--- src/rtl/seg_agu_pipe.sv ---
// seg_agu_pipe
// Two-stage segment:offset address generation unit for an 8086-style core.
// Holds the segment register file. Stage 1 forms EA = base + index + disp
// (mod 2^OFF_W) and captures the selected segment. Stage 2 forms
// phys = (segment << SEG_SHIFT) + EA (mod 2^PA_W).
//
// Optional feature macro: SEG_AGU_LIMIT_CHECK_EN
//   When defined, adds a per-segment limit register file and out_fault.
//   out_fault flags EA > limit of the selected segment; the address is
//   still produced.
//
// Ports:
//   clk, rst                         clock (rising edge), async active-high reset
//   seg_wr_en/sel/data               segment register write
//   in_valid/in_ready                request handshake
//   in_seg_sel                       segment used by the request
//   in_base/in_index/in_disp         address components
//   in_use_base/in_use_index         include base / index in the sum
//   out_valid/out_ready              result handshake
//   out_ea, out_addr                 effective and physical address
//   seg_lim_wr_en/sel/data           limit register write (macro only)
//   out_fault                        limit violation flag (macro only)

module seg_agu_pipe #(
    parameter int OFF_W     = 16,
    parameter int SEG_SHIFT = 4,
    parameter int PA_W      = 20,
    parameter int NUM_SEG   = 4,
    parameter int SEL_W     = 2
) (
    input  logic             clk,
    input  logic             rst,
    input  logic             seg_wr_en,
    input  logic [SEL_W-1:0] seg_wr_sel,
    input  logic [OFF_W-1:0] seg_wr_data,
`ifdef SEG_AGU_LIMIT_CHECK_EN
    input  logic             seg_lim_wr_en,
    input  logic [SEL_W-1:0] seg_lim_wr_sel,
    input  logic [OFF_W-1:0] seg_lim_wr_data,
    output logic             out_fault,
`endif
    input  logic             in_valid,
    output logic             in_ready,
    input  logic [SEL_W-1:0] in_seg_sel,
    input  logic [OFF_W-1:0] in_base,
    input  logic [OFF_W-1:0] in_index,
    input  logic [OFF_W-1:0] in_disp,
    input  logic             in_use_base,
    input  logic             in_use_index,
    output logic             out_valid,
    input  logic             out_ready,
    output logic [OFF_W-1:0] out_ea,
    output logic [PA_W-1:0]  out_addr
);

    // Sum width wide enough for the shifted segment and for PA_W.
    localparam int SUM_W = (OFF_W + SEG_SHIFT > PA_W) ? (OFF_W + SEG_SHIFT) : PA_W;

    logic [OFF_W-1:0] r_seg [NUM_SEG];

    logic             r_s1_valid;
    logic [OFF_W-1:0] r_s1_ea;
    logic [OFF_W-1:0] r_s1_seg;

    logic             r_out_valid;
    logic [OFF_W-1:0] r_out_ea;
    logic [PA_W-1:0]  r_out_addr;

    logic             w_s2_adv;
    logic             w_accept;
    logic [OFF_W-1:0] w_ea;
    logic [OFF_W-1:0] w_seg_rd;
    logic [SUM_W-1:0] w_phys;

    // Stage 2 can take new data when empty or draining this cycle;
    // stage 1 can take new data when empty or moving into stage 2.
    assign w_s2_adv = !r_out_valid || out_ready;
    assign in_ready = !r_s1_valid || w_s2_adv;
    assign w_accept = in_valid && in_ready;

    assign w_ea = (in_use_base  ? in_base  : '0)
                + (in_use_index ? in_index : '0)
                + in_disp;

    // Selected segment, with same-cycle write forwarded. Out-of-range
    // selects never match a register and read as zero.
    always_comb begin
        w_seg_rd = '0;
        for (int i = 0; i < NUM_SEG; i++) begin
            if (in_seg_sel == SEL_W'(i)) begin
                w_seg_rd = (seg_wr_en && (seg_wr_sel == in_seg_sel)) ? seg_wr_data : r_seg[i];
            end
        end
    end

    assign w_phys = (SUM_W'(r_s1_seg) << SEG_SHIFT) + SUM_W'(r_s1_ea);

    // Segment register file; CS (index 1) resets to all-ones.
    always_ff @(posedge clk or posedge rst) begin
        if (rst) begin
            for (int i = 0; i < NUM_SEG; i++) begin
                r_seg[i] <= (i == 1) ? {OFF_W{1'b1}} : {OFF_W{1'b0}};
            end
        end else if (seg_wr_en) begin
            for (int i = 0; i < NUM_SEG; i++) begin
                if (seg_wr_sel == SEL_W'(i)) begin
                    r_seg[i] <= seg_wr_data;
                end
            end
        end
    end

    always_ff @(posedge clk or posedge rst) begin
        if (rst) begin
            r_s1_valid <= 1'b0;
            r_s1_ea    <= '0;
            r_s1_seg   <= '0;
        end else if (in_ready) begin
            r_s1_valid <= in_valid;
            if (in_valid) begin
                r_s1_ea  <= w_ea;
                r_s1_seg <= w_seg_rd;
            end
        end
    end

    always_ff @(posedge clk or posedge rst) begin
        if (rst) begin
            r_out_valid <= 1'b0;
            r_out_ea    <= '0;
            r_out_addr  <= '0;
        end else if (w_s2_adv) begin
            r_out_valid <= r_s1_valid;
            if (r_s1_valid) begin
                r_out_ea   <= r_s1_ea;
                r_out_addr <= w_phys[PA_W-1:0];
            end
        end
    end

    assign out_valid = r_out_valid;
    assign out_ea    = r_out_ea;
    assign out_addr  = r_out_addr;

`ifdef SEG_AGU_LIMIT_CHECK_EN
    logic [OFF_W-1:0] r_lim [NUM_SEG];
    logic [OFF_W-1:0] r_s1_lim;
    logic             r_out_fault;
    logic [OFF_W-1:0] w_lim_rd;

    always_comb begin
        w_lim_rd = '0;
        for (int i = 0; i < NUM_SEG; i++) begin
            if (in_seg_sel == SEL_W'(i)) begin
                w_lim_rd = (seg_lim_wr_en && (seg_lim_wr_sel == in_seg_sel)) ? seg_lim_wr_data : r_lim[i];
            end
        end
    end

    always_ff @(posedge clk or posedge rst) begin
        if (rst) begin
            for (int i = 0; i < NUM_SEG; i++) begin
                r_lim[i] <= {OFF_W{1'b1}};
            end
        end else if (seg_lim_wr_en) begin
            for (int i = 0; i < NUM_SEG; i++) begin
                if (seg_lim_wr_sel == SEL_W'(i)) begin
                    r_lim[i] <= seg_lim_wr_data;
                end
            end
        end
    end

    always_ff @(posedge clk or posedge rst) begin
        if (rst) begin
            r_s1_lim    <= '0;
            r_out_fault <= 1'b0;
        end else begin
            if (w_accept) begin
                r_s1_lim <= w_lim_rd;
            end
            if (w_s2_adv && r_s1_valid) begin
                r_out_fault <= (r_s1_ea > r_s1_lim);
            end
        end
    end

    assign out_fault = r_out_fault;
`else
    logic w_unused;
    assign w_unused = w_accept;
`endif

endmodule

--- config.mk ---
export PLATFORM = sky130hd
export DESIGN_NAME = seg_agu_pipe
export DESIGN_NICKNAME = d
export VERILOG_FILES = /design/src/rtl/seg_agu_pipe.sv
export SDC_FILE = /design/constraint.sdc
export NUM_CORES = 1
export LEC_CHECK = 0
export BUFFER_PORTS_ARGS = -buffer_cell sky130_fd_sc_hd__buf_2
export CELL_PAD_IN_SITES_DETAIL_PLACEMENT = 0
export CELL_PAD_IN_SITES_GLOBAL_PLACEMENT = 1
export CORE_UTILIZATION = 30
export CTS_CLUSTER_SIZE = 8
export DETAILED_ROUTE_END_ITERATION = 10
export PLACE_DENSITY = 0.55
export SYNTH_ARGS = -nofsm -noshare
export SYNTH_HDL_FRONTEND = slang
export SYNTH_SLANG_ARGS = --single-unit
--- constraint.sdc ---
create_clock -name clk -period 12.8 [get_ports clk]
set_input_delay 2.56 -clock clk [delete_from_list [all_inputs] [get_ports clk]]
set_output_delay 2.56 -clock clk [all_outputs]
set_load 0.01 [all_outputs]
# After elaboration in Yosys (flattened, before gate mapping)
# Index checks and enable logic that the tools add are counted.
# word_totals
regBits	134
out_inout_bits	38
wordCells	43
inputBits	75
# op_classes
eq_ne	7
muxes	10
addsub	3
reduce_logical	13
# op_table
op	n
16-bit two-way mux	10
16-bit adder	2
20-bit by 16-bit adder with 20-bit output	1
2-bit AND reduction	6
2-bit equality test, second input constant	4
2-bit by 1-bit equality test with 1-bit output, second input constant	2
2-bit logical NOT	2
2-bit equality test	1
1-bit logical NOT	2
1-bit logical OR	2
1-bit logical AND	1

# Depth between registers and ports, before layout
# depth
depth_word	7
ltp_mapped	13
ltp_nobuf	12

# Worst setup path after synthesis
# OpenSTA, ideal clock, no wires.
# synth_timing
kind	input to output
start	input port out_ready
end	output port in_ready
stages	1
required_ns	10.240
arrival_time_ns	2.784
slack_ns	7.456
n_path_buf	0
cell_sequence	nand3b_1
# synth_via
elab_chain_cells	2
# synth_lines
element	line	text
start: declaration	51	input logic out_ready,
1-bit logical OR	77	assign w_s2_adv = !r_out_valid || out_ready;
1-bit logical OR	78	assign in_ready = !r_s1_valid || w_s2_adv;
end: declaration	43	output logic in_ready,
# Every way passes these cells.

# Final worst setup path
# Ends and elaborated chain as after synthesis.

==> impl_metrics.py <==
metrics = {
    "timing": {
        "rsz0062_at_grt": "no",
        "slew_viol_final": 0,
        "finalHoldViolCount": 0,
        "fmax_mhz": 178,
        "finalCritPeriodShare_pct": 43.8,
        "relSlewSlack_pct": 26.3,
        "setup_tns_ns": 0,
        "worstMarginPinSlew_ns": 1.11,
        "setup_viol": 0,
        "post-route-min-period_ns": 5.61,
        "skew_ns": 0.0103,
    },
    "worst_setup_path": {
        "cpPeakStageDelay_ns": 0.21,
        "crit_path_end_kind": "output port",
        "cp_top_family": "buffers and inverters",
        "crit_arrival_ns": 3.05,
        "crit_type": "primary input to output port",
        "crit_chain": "buf_2 > nand3b_1 > buf_2",
        "cp_max_fo": 4,
        "slowest_stage": "nand3b_1",
        "cp-start-kind": "primary input",
        "worst-path-buf-inv": 2,
        "crit_required_ns": 10.24,
        "crit_top_cell": "buf_2",
    },
    "clock_tree": {
        "clk_latency_ns": 0.42,
        "cts_hold_buf": 0,
        "cts_tree": "built",
        "cts_resized": 0,
        "cts.sinks": 130,
        "clk_pin_slew_ns": 0.05,
        "cts_setup_buffers": 0,
        "numCtsBuffers": 17,
        "clock_path_buffers": 2,
        "clockRootBuffer": "clkbuf_16",
        "cts_max_level": 4,
    },
    "route": {
        "viasPerCell": 4.78,
        "finalWirelength_um": 16800,
        "drt_iter0_drc": 206,
        "ant_nets": 0,
        "vias": 4994,
        "dr.pass1.iters": 4,
        "post_drt_wl_per_cell_um": 16.1,
        "drc": 0,
    },
    "global_routing": {
        "grt_pass1_vias": 5353,
        "antenna_found_initial": 1,
        "track_usage_pct": 14.7,
        "grt_pass1_wl_um": 27500,
        "grt_max_degree": 89,
        "globalRoute.totalOverflow": 0,
    },
    "final_layout": {
        "fin_nets": 830,
        "post-route-util_pct": 37.1,
        "fin_cells": 1045,
        "layout-drive-gt1-share_pct": 37.7,
        "n_fill_cell": 2379,
        "synthToLayoutAreaGrowth_pct": 20.9,
    },
    "die": {
        "initial_core_util_pct": 30.7,
        "row_count": 56,
        "fp.dieArea_um2": 24800,
        "die_h_um": 157,
        "die_x_um": 157,
        "core_um2": 23600,
        "boundaryPins": 113,
    },
    "pwr": {
        "p_leak_nw": 3.94,
        "power_mw": 1.65,
        "cellPowerDensity_nw_per_um2": 188,
        "ir_drop_v": 0.0000788,
    },
    "place": {
        "io_buffers": 112,
        "place_inst": 1012,
        "dpl.hpwl_um": 12100,
        "place_congestion": 0.769,
    },
    "synthesis": {
        "synth_cell_types": 57,
        "synthFlopType": "dfrtp_1",
        "syn_area_per_cell_um2": 11.9,
        "synth_edf_count": 0,
        "synthArstFlopShare_pct": 100,
        "seq_area_frac_synth_pct": 45.2,
        "synth_seq_cells": 130,
        "ys_warn_count": 0,
        "synth_area_um2": 7250,
        "synthCells": 611,
        "syn-num-nets": 729,
    },
    "outcome": {
        "outcome": "finished clean",
    },
    "flow_run": {
        "cap_violations": 0,
    },
    "hold_path": {
        "hold_class": "flip-flop to flip-flop",
    },
}
-- sequential cells by signal (all words and copies together), names as in the netlist --
name and cells:
out_addr 16, r_s1_ea 16, out_ea 16, r_s1_valid 1
r_seg 64, r_s1_seg 16, out_valid 1
-- kinds of logic (layout without fill, tap and decap cells) --
group	after synthesis	in the layout	share of synthesized area [%]
buffers and inverters	44	158	2.74
DFF	130	130	45.2
other	0	1	0
xor gates and xnor gates	25	25	3.02
and+or+nand+nor	145	145	10.6
AOI/OAI and AO/OA	111	111	9.56
muxes	113	113	19.7
adders and majority gates	43	43	9.18
-- layer usage --
| layer | track usage, % | wire [µm] | vias up |
|---|---|---|---|
| li1 | - | - | 2386 |
| met1 | 18.1 | 7700 | 2512 |
| met2 | 25.3 | 8350 | 79 |
| met3 | 3.22 | 587 | 17 |
| met4 | 4.58 | 192 | 0 |
| met5 | 0 | 0 | - |
-- area by class of cell --
| class | instances | area [µm²] | share of cell area [%] |
|---|---|---|---|
| well taps | 319 | 399 | 4.56 |
| clock inverters | 13 | 234 | 2.67 |
| diodes | 1 | 2.50 | 0.0286 |
| inverters | 12 | 47.5 | 0.543 |
| clock buffers | 19 | 443 | 5.05 |
| flip-flops and latches | 130 | 3270 | 37.4 |
| repair buffers | 114 | 576 | 6.57 |
| multi-input cells | 437 | 3790 | 43.2 |
-- worst min-delay path: stages, from the launching register on --
cell	delay, ns
dfrtp_1	0.33
nand2_1	0.04
o21ai_0	0.06
-- final timing paths --
| path | from | to | slack [ns] | cells after the start |
|---|---|---|---|---|
| setup / recovery | out_ready | in_ready | 7.19 | 3 |
| hold / removal | out_ea[5] | out_ea[5] | 0.47 | 2 |
| setup reg to reg | r_s1_seg[1] | out_addr[19] | 10.34 | 7 |
| hold reg to reg | out_ea[5] | out_ea[5] | 0.47 | 2 |
| max in group asynchronous | rst | r_seg[19] | 9.11 | 3 |
| min in group asynchronous | rst | r_s1_ea[14] | 2.19 | 2 |
-- stage by stage --
stage          setup WS (ns)  hold slack (ns)  cell area, µm²
6_report                7.19            0.468            8760
5_1_grt                 7.16            0.511            8760
4_1_cts                 7.19            0.478            8760
3_5_place_dp            7.19            0.465            8080
3_3_place_gp            7.21            0.459            8080
2_1_floorplan           6.80            0.442            7250
-- cell usage after synthesis, types with 16 or more instances --
library cell  count  area, µm²
dfstp_2          16        420
ha_1             26        325
dfrtp_1         114       2850
mux2i_1          17        170
o21ai_0          48        240
fa_1             17        340
a21oi_1          21        105
clkbuf_1         17       63.8
nand2_1          63        236
and2_1           31        194
mux2_2           80        901
mux4_2           16        360
-- power breakdown --
part           total, mW  internal [mW]  switching [mW]
clock network      0.554          0.371           0.183
logic              0.489          0.229           0.261
registers          0.603          0.531          0.0720
total               1.65           1.13           0.516
-- layout by cell type (no fill, tap or decap), drive strengths merged, types with 6 or more instances in the layout --
master / Yosys / layout
mux2: 80 / 80
o21ai: 53 / 53
xor2: 14 / 14
bufinv: 0 / 6
nand3: 6 / 6
clkbuf: 17 / 19
a21o: 6 / 6
nor2: 6 / 6
dfrtp: 114 / 114
mux2i: 17 / 17
nand2: 63 / 63
buf: 15 / 114
and2: 31 / 31
ha: 26 / 26
xnor2: 11 / 11
dfstp: 16 / 16
a31oi: 6 / 6
mux4: 16 / 16
a21oi: 21 / 21
nand2b: 7 / 7
inv: 12 / 12
fa: 17 / 17
(Power assumes the default switching activity.)
